File: config.mk
export PLATFORM = sky130hd
export DESIGN_NAME = vga_grid_decoder
export DESIGN_NICKNAME = d
export VERILOG_FILES = /design/src/rtl/vga_grid_decoder.sv
export SDC_FILE = /design/constraint.sdc
export NUM_CORES = 1
export LEC_CHECK = 0
export CORE_UTILIZATION = 30
export DETAILED_ROUTE_END_ITERATION = 6
export SLEW_MARGIN = 20
export SYNTH_ARGS = -nofsm -noshare
export SYNTH_HDL_FRONTEND = slang
export SYNTH_SLANG_ARGS = --single-unit
File: constraint.sdc
create_clock -name pixel_clock -period 7.2 [get_ports pixel_clock]
set_clock_uncertainty 0.15 [all_clocks]
set_input_delay 1.44 -clock pixel_clock [delete_from_list [all_inputs] [get_ports pixel_clock]]
set_output_delay 1.44 -clock pixel_clock [all_outputs]
set_load 0.02 [all_outputs]
File: src/rtl/vga_grid_decoder.sv
// rtl/vga_grid_decoder.sv - VGA stream monitor that decodes the Game-of-Life cell grid
//
// Samples the centre pixel of every GRID_SIZE x GRID_SIZE cell in the incoming
// VGA stream, writes the decoded alive/dead state to an external grid store in
// row-major order, counts decoded frames and flags malformed frame geometry.
//
// Ports:
//   pixel_clock              pixel clock, all logic on its rising edge
//   rst_n                    asynchronous active-low reset
//   i_enable                 capture enable, low forces IDLE
//   i_err_clr                synchronous clear of o_geom_err
//   i_hsync_n, i_vsync_n     active-low syncs
//   i_hblank_n, i_vblank_n   high during the horizontal / vertical active region
//   i_r, i_g, i_b            4-bit pixel colour
//   o_cell_we                one-cycle write strobe to the grid store
//   o_cell_row, o_cell_col   cell index of the write
//   o_cell_alive             decoded cell state
//   o_frame_done             one-cycle pulse per completely decoded frame
//   o_frame_count            decoded frame counter, wraps 255->0
//   o_geom_err               sticky geometry error
//   o_busy                   high while waiting for or capturing a frame
module vga_grid_decoder #(
    parameter int H_ACTIVE  = 640,
    parameter int V_ACTIVE  = 480,
    parameter int GRID_SIZE = 20,
    parameter int CELL_W    = 32,
    parameter int CELL_H    = 24,
    parameter int LIT_SUM   = 24
) (
    input  logic       pixel_clock,
    input  logic       rst_n,
    input  logic       i_enable,
    input  logic       i_err_clr,
    input  logic       i_hsync_n,
    input  logic       i_vsync_n,
    input  logic       i_hblank_n,
    input  logic       i_vblank_n,
    input  logic [3:0] i_r,
    input  logic [3:0] i_g,
    input  logic [3:0] i_b,
    output logic       o_cell_we,
    output logic [4:0] o_cell_row,
    output logic [4:0] o_cell_col,
    output logic       o_cell_alive,
    output logic       o_frame_done,
    output logic [7:0] o_frame_count,
    output logic       o_geom_err,
    output logic       o_busy
);

    localparam logic [9:0] H_LEN   = 10'(H_ACTIVE);
    localparam logic [8:0] V_LEN   = 9'(V_ACTIVE);
    localparam logic [9:0] CW_LAST = 10'(CELL_W - 1);
    localparam logic [9:0] CW_MID  = 10'(CELL_W / 2);
    localparam logic [8:0] CH_LAST = 9'(CELL_H - 1);
    localparam logic [8:0] CH_MID  = 9'(CELL_H / 2);
    localparam logic [4:0] GRID    = 5'(GRID_SIZE);
    localparam logic [5:0] LIT     = 6'(LIT_SUM);

    typedef enum logic [1:0] {IDLE, WAIT_ACTIVE, CAPTURE, CHECK} state_t;

    state_t     state, state_next;
    logic       enable_q, err_clr_q, hsync_n_q, vsync_n_q, hblank_n_q, vblank_n_q;
    logic [3:0] r_q, g_q, b_q;
    logic       vsync_prev, hblank_prev, vblank_prev;
    logic [9:0] x_cnt, sub_x;
    logic [8:0] y_cnt, sub_y;
    logic [4:0] col, row;
    logic       active, vsync_fall, hblank_fall, vblank_fall;
    logic       sample_hit, geom_set;
    logic [5:0] pix_sum;

    // Input registers; the *_prev copies are the edge-detection history.
    // Resetting syncs/blanks to 0 means no edge can be invented at reset
    // release, so capture only starts on a genuine vsync falling edge.
    always_ff @(posedge pixel_clock or negedge rst_n) begin
        if (!rst_n) begin
            enable_q    <= 1'b0;
            err_clr_q   <= 1'b0;
            hsync_n_q   <= 1'b0;
            vsync_n_q   <= 1'b0;
            hblank_n_q  <= 1'b0;
            vblank_n_q  <= 1'b0;
            r_q         <= 4'd0;
            g_q         <= 4'd0;
            b_q         <= 4'd0;
            vsync_prev  <= 1'b0;
            hblank_prev <= 1'b0;
            vblank_prev <= 1'b0;
        end else begin
            enable_q    <= i_enable;
            err_clr_q   <= i_err_clr;
            hsync_n_q   <= i_hsync_n;
            vsync_n_q   <= i_vsync_n;
            hblank_n_q  <= i_hblank_n;
            vblank_n_q  <= i_vblank_n;
            r_q         <= i_r;
            g_q         <= i_g;
            b_q         <= i_b;
            vsync_prev  <= vsync_n_q;
            hblank_prev <= hblank_n_q;
            vblank_prev <= vblank_n_q;
        end
    end

    assign active      = hblank_n_q & vblank_n_q;
    assign vsync_fall  = vsync_prev & ~vsync_n_q;
    assign hblank_fall = hblank_prev & ~hblank_n_q;
    assign vblank_fall = vblank_prev & ~vblank_n_q;
    assign pix_sum     = {2'b00, r_q} + {2'b00, g_q} + {2'b00, b_q};

    // x/y give the position of the pixel currently in the input registers.
    // sub_x/col and sub_y/row track the same position split into cell index
    // and offset inside the cell; col/row saturate at GRID so an over-long
    // line or frame cannot alias back onto a valid cell.
    always_ff @(posedge pixel_clock or negedge rst_n) begin
        if (!rst_n) begin
            x_cnt <= 10'd0;
            sub_x <= 10'd0;
            col   <= 5'd0;
            y_cnt <= 9'd0;
            sub_y <= 9'd0;
            row   <= 5'd0;
        end else if (enable_q) begin
            if (active) begin
                x_cnt <= x_cnt + 10'd1;
                if (sub_x == CW_LAST) begin
                    sub_x <= 10'd0;
                    if (col < GRID) col <= col + 5'd1;
                end else begin
                    sub_x <= sub_x + 10'd1;
                end
            end else begin
                x_cnt <= 10'd0;
                sub_x <= 10'd0;
                col   <= 5'd0;
            end
            if (vsync_fall) begin
                y_cnt <= 9'd0;
                sub_y <= 9'd0;
                row   <= 5'd0;
            end else if (hblank_fall && vblank_n_q) begin
                y_cnt <= y_cnt + 9'd1;
                if (sub_y == CH_LAST) begin
                    sub_y <= 9'd0;
                    if (row < GRID) row <= row + 5'd1;
                end else begin
                    sub_y <= sub_y + 9'd1;
                end
            end
        end
    end

    assign sample_hit = enable_q && (state == CAPTURE) && active &&
                        (sub_x == CW_MID) && (col < GRID) &&
                        (sub_y == CH_MID) && (row < GRID);

    always_comb begin
        state_next = state;
        geom_set   = 1'b0;
        case (state)
            IDLE: begin
                if (vsync_fall) state_next = WAIT_ACTIVE;
            end
            WAIT_ACTIVE: begin
                if (active) state_next = CAPTURE;
            end
            CAPTURE: begin
                if (vsync_fall) begin
                    geom_set   = 1'b1;
                    state_next = WAIT_ACTIVE;
                end else if (vblank_fall) begin
                    if (y_cnt == V_LEN) begin
                        state_next = CHECK;
                    end else begin
                        geom_set   = 1'b1;
                        state_next = WAIT_ACTIVE;
                    end
                end
                if (hblank_fall && vblank_n_q && (x_cnt != H_LEN)) geom_set = 1'b1;
                // A horizontal sync inside the active region is malformed timing.
                if (active && !hsync_n_q) geom_set = 1'b1;
            end
            CHECK: begin
                state_next = WAIT_ACTIVE;
            end
            default: begin
                state_next = IDLE;
            end
        endcase
        if (!enable_q) begin
            state_next = IDLE;
            geom_set   = 1'b0;
        end
    end

    always_ff @(posedge pixel_clock or negedge rst_n) begin
        if (!rst_n) begin
            state         <= IDLE;
            o_cell_we     <= 1'b0;
            o_cell_row    <= 5'd0;
            o_cell_col    <= 5'd0;
            o_cell_alive  <= 1'b0;
            o_frame_count <= 8'd0;
            o_geom_err    <= 1'b0;
        end else begin
            state     <= state_next;
            o_cell_we <= sample_hit;
            if (sample_hit) begin
                o_cell_row   <= row;
                o_cell_col   <= col;
                o_cell_alive <= (pix_sum >= LIT);
            end
            if (state == CHECK) o_frame_count <= o_frame_count + 8'd1;
            // A new error outranks a clear in the same cycle.
            if (geom_set) begin
                o_geom_err <= 1'b1;
            end else if (err_clr_q) begin
                o_geom_err <= 1'b0;
            end
        end
    end

    assign o_frame_done = (state == CHECK);
    assign o_busy       = (state == WAIT_ACTIVE) || (state == CAPTURE);

endmodule

==> results.json <==
{
  "cts_tree": "built",
  "reg2reg_to": "o_cell_col[0]$_DFFE_PN0P_",
  "cap_violations": 0,
  "syn_nets": 445,
  "die_h_um": 124,
  "placed_area_um2": 5090,
  "drc": 0,
  "synthDistinctLibCells": 61,
  "gp_congestion": 0.769,
  "hold_class": "reg2reg",
  "switching_power_w": 0.000280,
  "clockPowerShare": 0.443,
  "ir_drop_mv": 0.122,
  "dp.cells": 618,
  "syn_inst": 402,
  "cts_setup_buffers": 0,
  "grt_overflow": 0,
  "relSlewSlack": 0.339,
  "grt_max_degree": 61,
  "avgSynthCellArea_um2": 11.1,
  "fin_crit_sh": 0.464,
  "hold_buffers": 0,
  "ctsResizeCount": 0,
  "htree_num_levels": 3,
  "antenna_cells": 0,
  "setup_viol": 0,
  "hold_slack_ns": 0.310,
  "cp-end-kind": "output pin",
  "p_leak_nw": 2.37,
  "antenna_found_initial": 0,
  "drive_gt1_frac": 0.0933,
  "worstMarginPinSlew_ns": 0.984,
  "routed-via-count": 3088,
  "ant_nets": 0,
  "async_flop_share": 1.00,
  "final_area_um2": 5410,
  "fmax_mhz": 300,
  "dieArea_um2": 15400,
  "intPower_w": 0.000881,
  "powerDensity_nw_per_um2": 215,
  "core_area_um2": 14500,
  "r2r_slack_ns": 4.34,
  "ys.flop_type": "dfrtp_1",
  "area_growth_pct": 20.8,
  "drt_iter0_drc": 198,
  "sw_frac_of_total": 0.241,
  "hold_viol": 0,
  "num_io_pins": 43,
  "clkSinkCount": 92,
  "drt-pass1-iter-count": 4,
  "status": "completed",
  "cts_buffer_depth": 2,
  "viasPerCell": 4.87,
  "yosys_warnings": 0,
  "synth_area_um2": 4480,
  "grt_pass1_wl_mm": 15.0,
  "pwr-share-seq": 0.470,
  "startpoint_type": "flop",
  "synth_edf_count": 0,
  "clockRootBuffer": "clkbuf_16",
  "wirelength_mm": 8.87,
  "clk_pin_slew_worst_paths_ns": 0.07,
  "grt_pass1_vias": 3085,
  "rr_startpoint": "state[0]$_DFFE_PN0P_",
  "wl_per_cell_um": 14.0,
  "timing.setup.tns_ns": 0,
  "worstPathArrival_ns": 1.75,
  "grt_usage": 0.128,
  "pwr-share-comb": 0.087,
  "insertion_delay_ns": 0.34,
  "hold_start": "vsync_n_q$_DFF_PN0_",
  "finalCriticalPeriod_ns": 3.34,
  "dpl.hpwl_mm": 6.20,
  "hold_depth": 0,
  "yosysSeqAreaShare": 0.514,
  "drv_slew": 0,
  "start_util": 0.308,
  "crit_fanout": 6,
  "fill_cells": 1415,
  "cts_made_buffers": 9,
  "io_buffers": 42,
  "synth-seq-cells": 92,
  "reg2reg_depth": 6,
  "num_rows": 44,
  "fin_nets": 488,
  "path_class": "reg2out",
  "cp.required_ns": 5.61,
  "fp.dieW_um": 124,
  "hold_end": "vsync_prev$_DFF_PN0_",
  "rsz0062_at_grt": "no",
  "instances_no_fill": 634
}
worst max path at each step:
stage	startpoint	end	cells after the start
after floorplan	state[0]$_DFFE_PN0P_	o_busy	2
after global placement	state[0]$_DFFE_PN0P_	o_busy	3
after detailed placement	state[1]$_DFFE_PN0P_	o_busy	3
after CTS	state[1]$_DFFE_PN0P_	o_busy	3
after global routing	state[0]$_DFFE_PN0P_	o_frame_done	2
final	state[1]$_DFFE_PN0P_	o_frame_done	2
state kept, by name, summed over array words and instances, names as in the netlist, 5 cells and up:
name	cells
y_cnt	9
sub_x	10
col	5
row	5
sub_y	9
o_cell_col	5
x_cnt	10
o_frame_count	8
o_cell_row	5
critical path, cell delays in order (launching register included):
cell	delay [ns]
dfrtp_1	0.39
ha_1	0.35
clkdlybuf4s50_1	0.66
per-stage QoR:
stage / total power [W] / util / setup slack, ns
2_1_floorplan: 0.000610 / - / 4.80
3_3_place_gp: 0.000652 / 0.350 / 4.23
3_5_place_dp: 0.000658 / 0.350 / 4.21
4_1_cts: 0.00118 / 0.372 / 3.83
5_1_grt: 0.00121 / 0.372 / 3.80
6_report: 0.00116 / 0.372 / 3.86
logic make-up after synthesis:
family | Yosys count | share of synthesized area
and+or+nand+nor | 145 | 0.183
DFF | 92 | 0.514
AOI/OAI and AO/OA | 59 | 0.0897
buffers and inverters | 36 | 0.0321
xor gates and xnor gates | 31 | 0.0606
adders and majority gates | 23 | 0.0726
muxes | 16 | 0.0478
layer usage:
| metal | part of all wire | GRT usage | up-vias |
|---|---|---|---|
| met5 | 0 | 0 | - |
| met4 | 0.021 | 0.0677 | 0 |
| met3 | 0.031 | 0.0266 | 11 |
| met2 | 0.45 | 0.190 | 54 |
| met1 | 0.50 | 0.175 | 1508 |
| li1 | - | - | 1515 |
placed cells by master (no fill, tap or decap), drive strengths merged, types with 4 or more instances in the layout:
cell type	Yosys	final
o21ai	16	16
a21oi	9	9
or3	4	4
ha	18	18
fa	5	5
and4b	4	4
mux2	13	13
o211ai	6	6
clkdlybuf4s50	0	41
clkbuf	8	9
o2111ai	5	5
nand3	20	20
xor2	17	17
nand4	15	15
nor2	33	33
dfrtp	92	92
and3	8	8
inv	24	27
nor3	5	5
xnor2	14	14
nand2	27	27
nor2b	4	4
nand2b	4	4
power by group through the flow:
stage	clock, W	sequential, W	combinational [W]
floorplan	0	0.000557	0.0000531
global placement	0	0.000555	0.0000978
detailed placement	0	0.000556	0.000102
CTS	0.000529	0.000546	0.000102
global route	0.000550	0.000549	0.000114
finish	0.000514	0.000546	0.000101
cell usage after synthesis (5+ instances only):
cell type | n | area (um^2)
dfrtp_1 | 92 | 2300
nor2_1 | 33 | 124
nand2_1 | 26 | 97.6
inv_1 | 24 | 90.1
nand3_1 | 19 | 95.1
ha_1 | 18 | 225
xor2_1 | 17 | 149
o21ai_0 | 16 | 80.1
nand4_1 | 15 | 93.8
xnor2_1 | 14 | 123
mux2_4 | 10 | 150
a21oi_1 | 9 | 45.0
clkbuf_1 | 8 | 30.0
and3_1 | 7 | 43.8
o211ai_1 | 6 | 45.0
fa_1 | 5 | 100
nor3_1 | 5 | 25.0
o2111ai_1 | 5 | 43.8
area by class of cell:
cell class / instances / area, um^2 / area share
tap: 184 / 230 / 0.0426
timing repair buffer: 44 / 433 / 0.0800
sequential: 92 / 2300 / 0.426
clock inverter: 7 / 96.3 / 0.0178
multi-input combinational: 274 / 2030 / 0.376
clock buffer: 9 / 225 / 0.0416
inverter: 24 / 90.1 / 0.0167
Note: power is estimated with default switching activity, not from simulation.
==> RTL change, RTL diff (same settings) <==
Remove the register `o_cell_we`: a continuous assignment takes its place, so the output `o_cell_we` follows one clock earlier. Comments in the files are not updated.
--- a/src/rtl/vga_grid_decoder.sv
+++ b/src/rtl/vga_grid_decoder.sv
@@ -199,3 +199,2 @@
             state         <= IDLE;
-            o_cell_we     <= 1'b0;
             o_cell_row    <= 5'd0;
@@ -207,3 +206,2 @@
             state     <= state_next;
-            o_cell_we <= sample_hit;
             if (sample_hit) begin
@@ -223,2 +221,4 @@
 
+    assign o_cell_we = sample_hit;
+
     assign o_frame_done = (state == CHECK);
Function: no difference found for any inputs over 10 cycles, from zero or initial values and one cycle with rst_n low; that may be too few to reach the edited logic, so the function may still have changed.
==> RTL change against the unedited design <==
  * Sequential cell count fell by 1
  * Worst setup slack got worse by 1.1 ns
  * Sequential share of layout area fell by 0.14 points
  * First-iteration DRC count fell by 37%
  * Synthesized area fell by 0.56%
  * Register-to-register slack got worse by 0.05 ns
  * Sequential power fell by 0.9%
  * Largest cell class unchanged
  * Cell area fell by 0.76%
  * Largest power group unchanged
  * Wire length rose by 3.6%
  * Total power fell by 3.4%
==> RTL change: results (changes against the unedited design) <==
- The arrival time at the worst endpoint was 2.82 ns (+1.07 ns).
- The share of Yosys cell area claimed by the top area cell type is 51.1% (-0.27 points).
- The worst slack after detailed placement is 3.19 ns (-1.02 ns).
- The worst relative slew slack is 31.0% (-2.9 points).
- The mean instance size in the synthesized netlist is 11.1 µm² (-0.31%).
- The largest fanout on the critical path came to 4 (-2).
- The via count of the first global-routing pass was 3,153 (+2.2%).
- The instance area at placement came to 0.00506 mm² (-0.49%).
- The hold path startpoint is hblank_n_q.
- The family with the most delay on the worst path is simple AND/OR/NAND/NOR gates.
- The met1 routing resource usage after global routing is 17.0% (-0.50 points).
- The post-detailed-placement half-perimeter wirelength is 6360 µm (+2.6%).
- The total met3 wirelength after detailed routing is 436 µm (+59%).
- The synthesized net count is 444 (-0.22%).
- The final critical-path setup slack is 2.79 ns (-1.07 ns).
- The global placement routability congestion is 0.824 (+7.2%).
- The post-layout instance count excluding filler cells came to 633 (-0.16%).
- The flow ran to the end, and the final reports show no timing, DRC or antenna violations.
- The met1 routed wirelength after detailed routing is 4390 µm (-1.3%).
- Counting instances in the post-synthesis netlist gives the leading cell types as sky130_fd_sc_hd__dfrtp_1 (91), sky130_fd_sc_hd__nor2_1 (33), sky130_fd_sc_hd__nand2_1 (26).
- The routing usage on met2 is 20.5% (+1.5 points).
- The met3 track demand over resource came to 3.89% (+1.2 points).
- The initial DRC count is 125 (-37%).
- For hold timing, the worst endpoint is hblank_prev.
- The setup slack of the most critical reg-to-reg path is 4.29 ns (-0.05 ns).
- The clock group total power was 0.481 mW (-6.4%).
- The leakage power came to 2.35 nW (-0.93%).
- The tightest hold margin is 0.284 ns (-0.0262 ns).
- The final net count came to 487 (-0.20%).
- The share of total power in sequential cells is 48.2% (+1.2 points).
- The total met2 wirelength after detailed routing came to 4200 µm (+6.0%).
- The per-cell routed wire length was 14.5 µm (+3.8%).
- The fraction of the core area covered by cells at the end of the flow was 36.9% (-0.28 points).
- The final-layout fill cell count is 1,438 (+1.6%).
- The aggregate global-route resource usage is 13.2% (+0.38 points).
-- RTL change: cell count changes in the layout (fill, tap and decap cells not counted) --
cell,unedited run,this run
sky130_fd_sc_hd__inv_6,3,0
sky130_fd_sc_hd__clkbuf_8,0,2
sky130_fd_sc_hd__bufinv_16,2,1
sky130_fd_sc_hd__clkbuf_1,0,1
sky130_fd_sc_hd__clkinv_4,0,1
sky130_fd_sc_hd__dfrtp_1,92,91
-- RTL change: final cells by class --
class,count,share of cell area (%)
clock inverter,4,0.909
timing repair buffer,44,8.06
tap,184,4.29
inverter,24,1.68
clock buffer,12,4.78
sequential,91,42.4
multi-input combinational,274,37.9
-- RTL change: cells by family after synthesis --
| logic type | after synthesis | synth area share [%] |
|---|---|---|
| flops | 91 | 51.1 |
| xor+xnor | 31 | 6.10 |
| simple gates | 145 | 18.4 |
| buf+inv | 36 | 3.23 |
| mux | 16 | 4.80 |
| fa+ha+maj | 23 | 7.30 |
| compound gates | 59 | 9.02 |
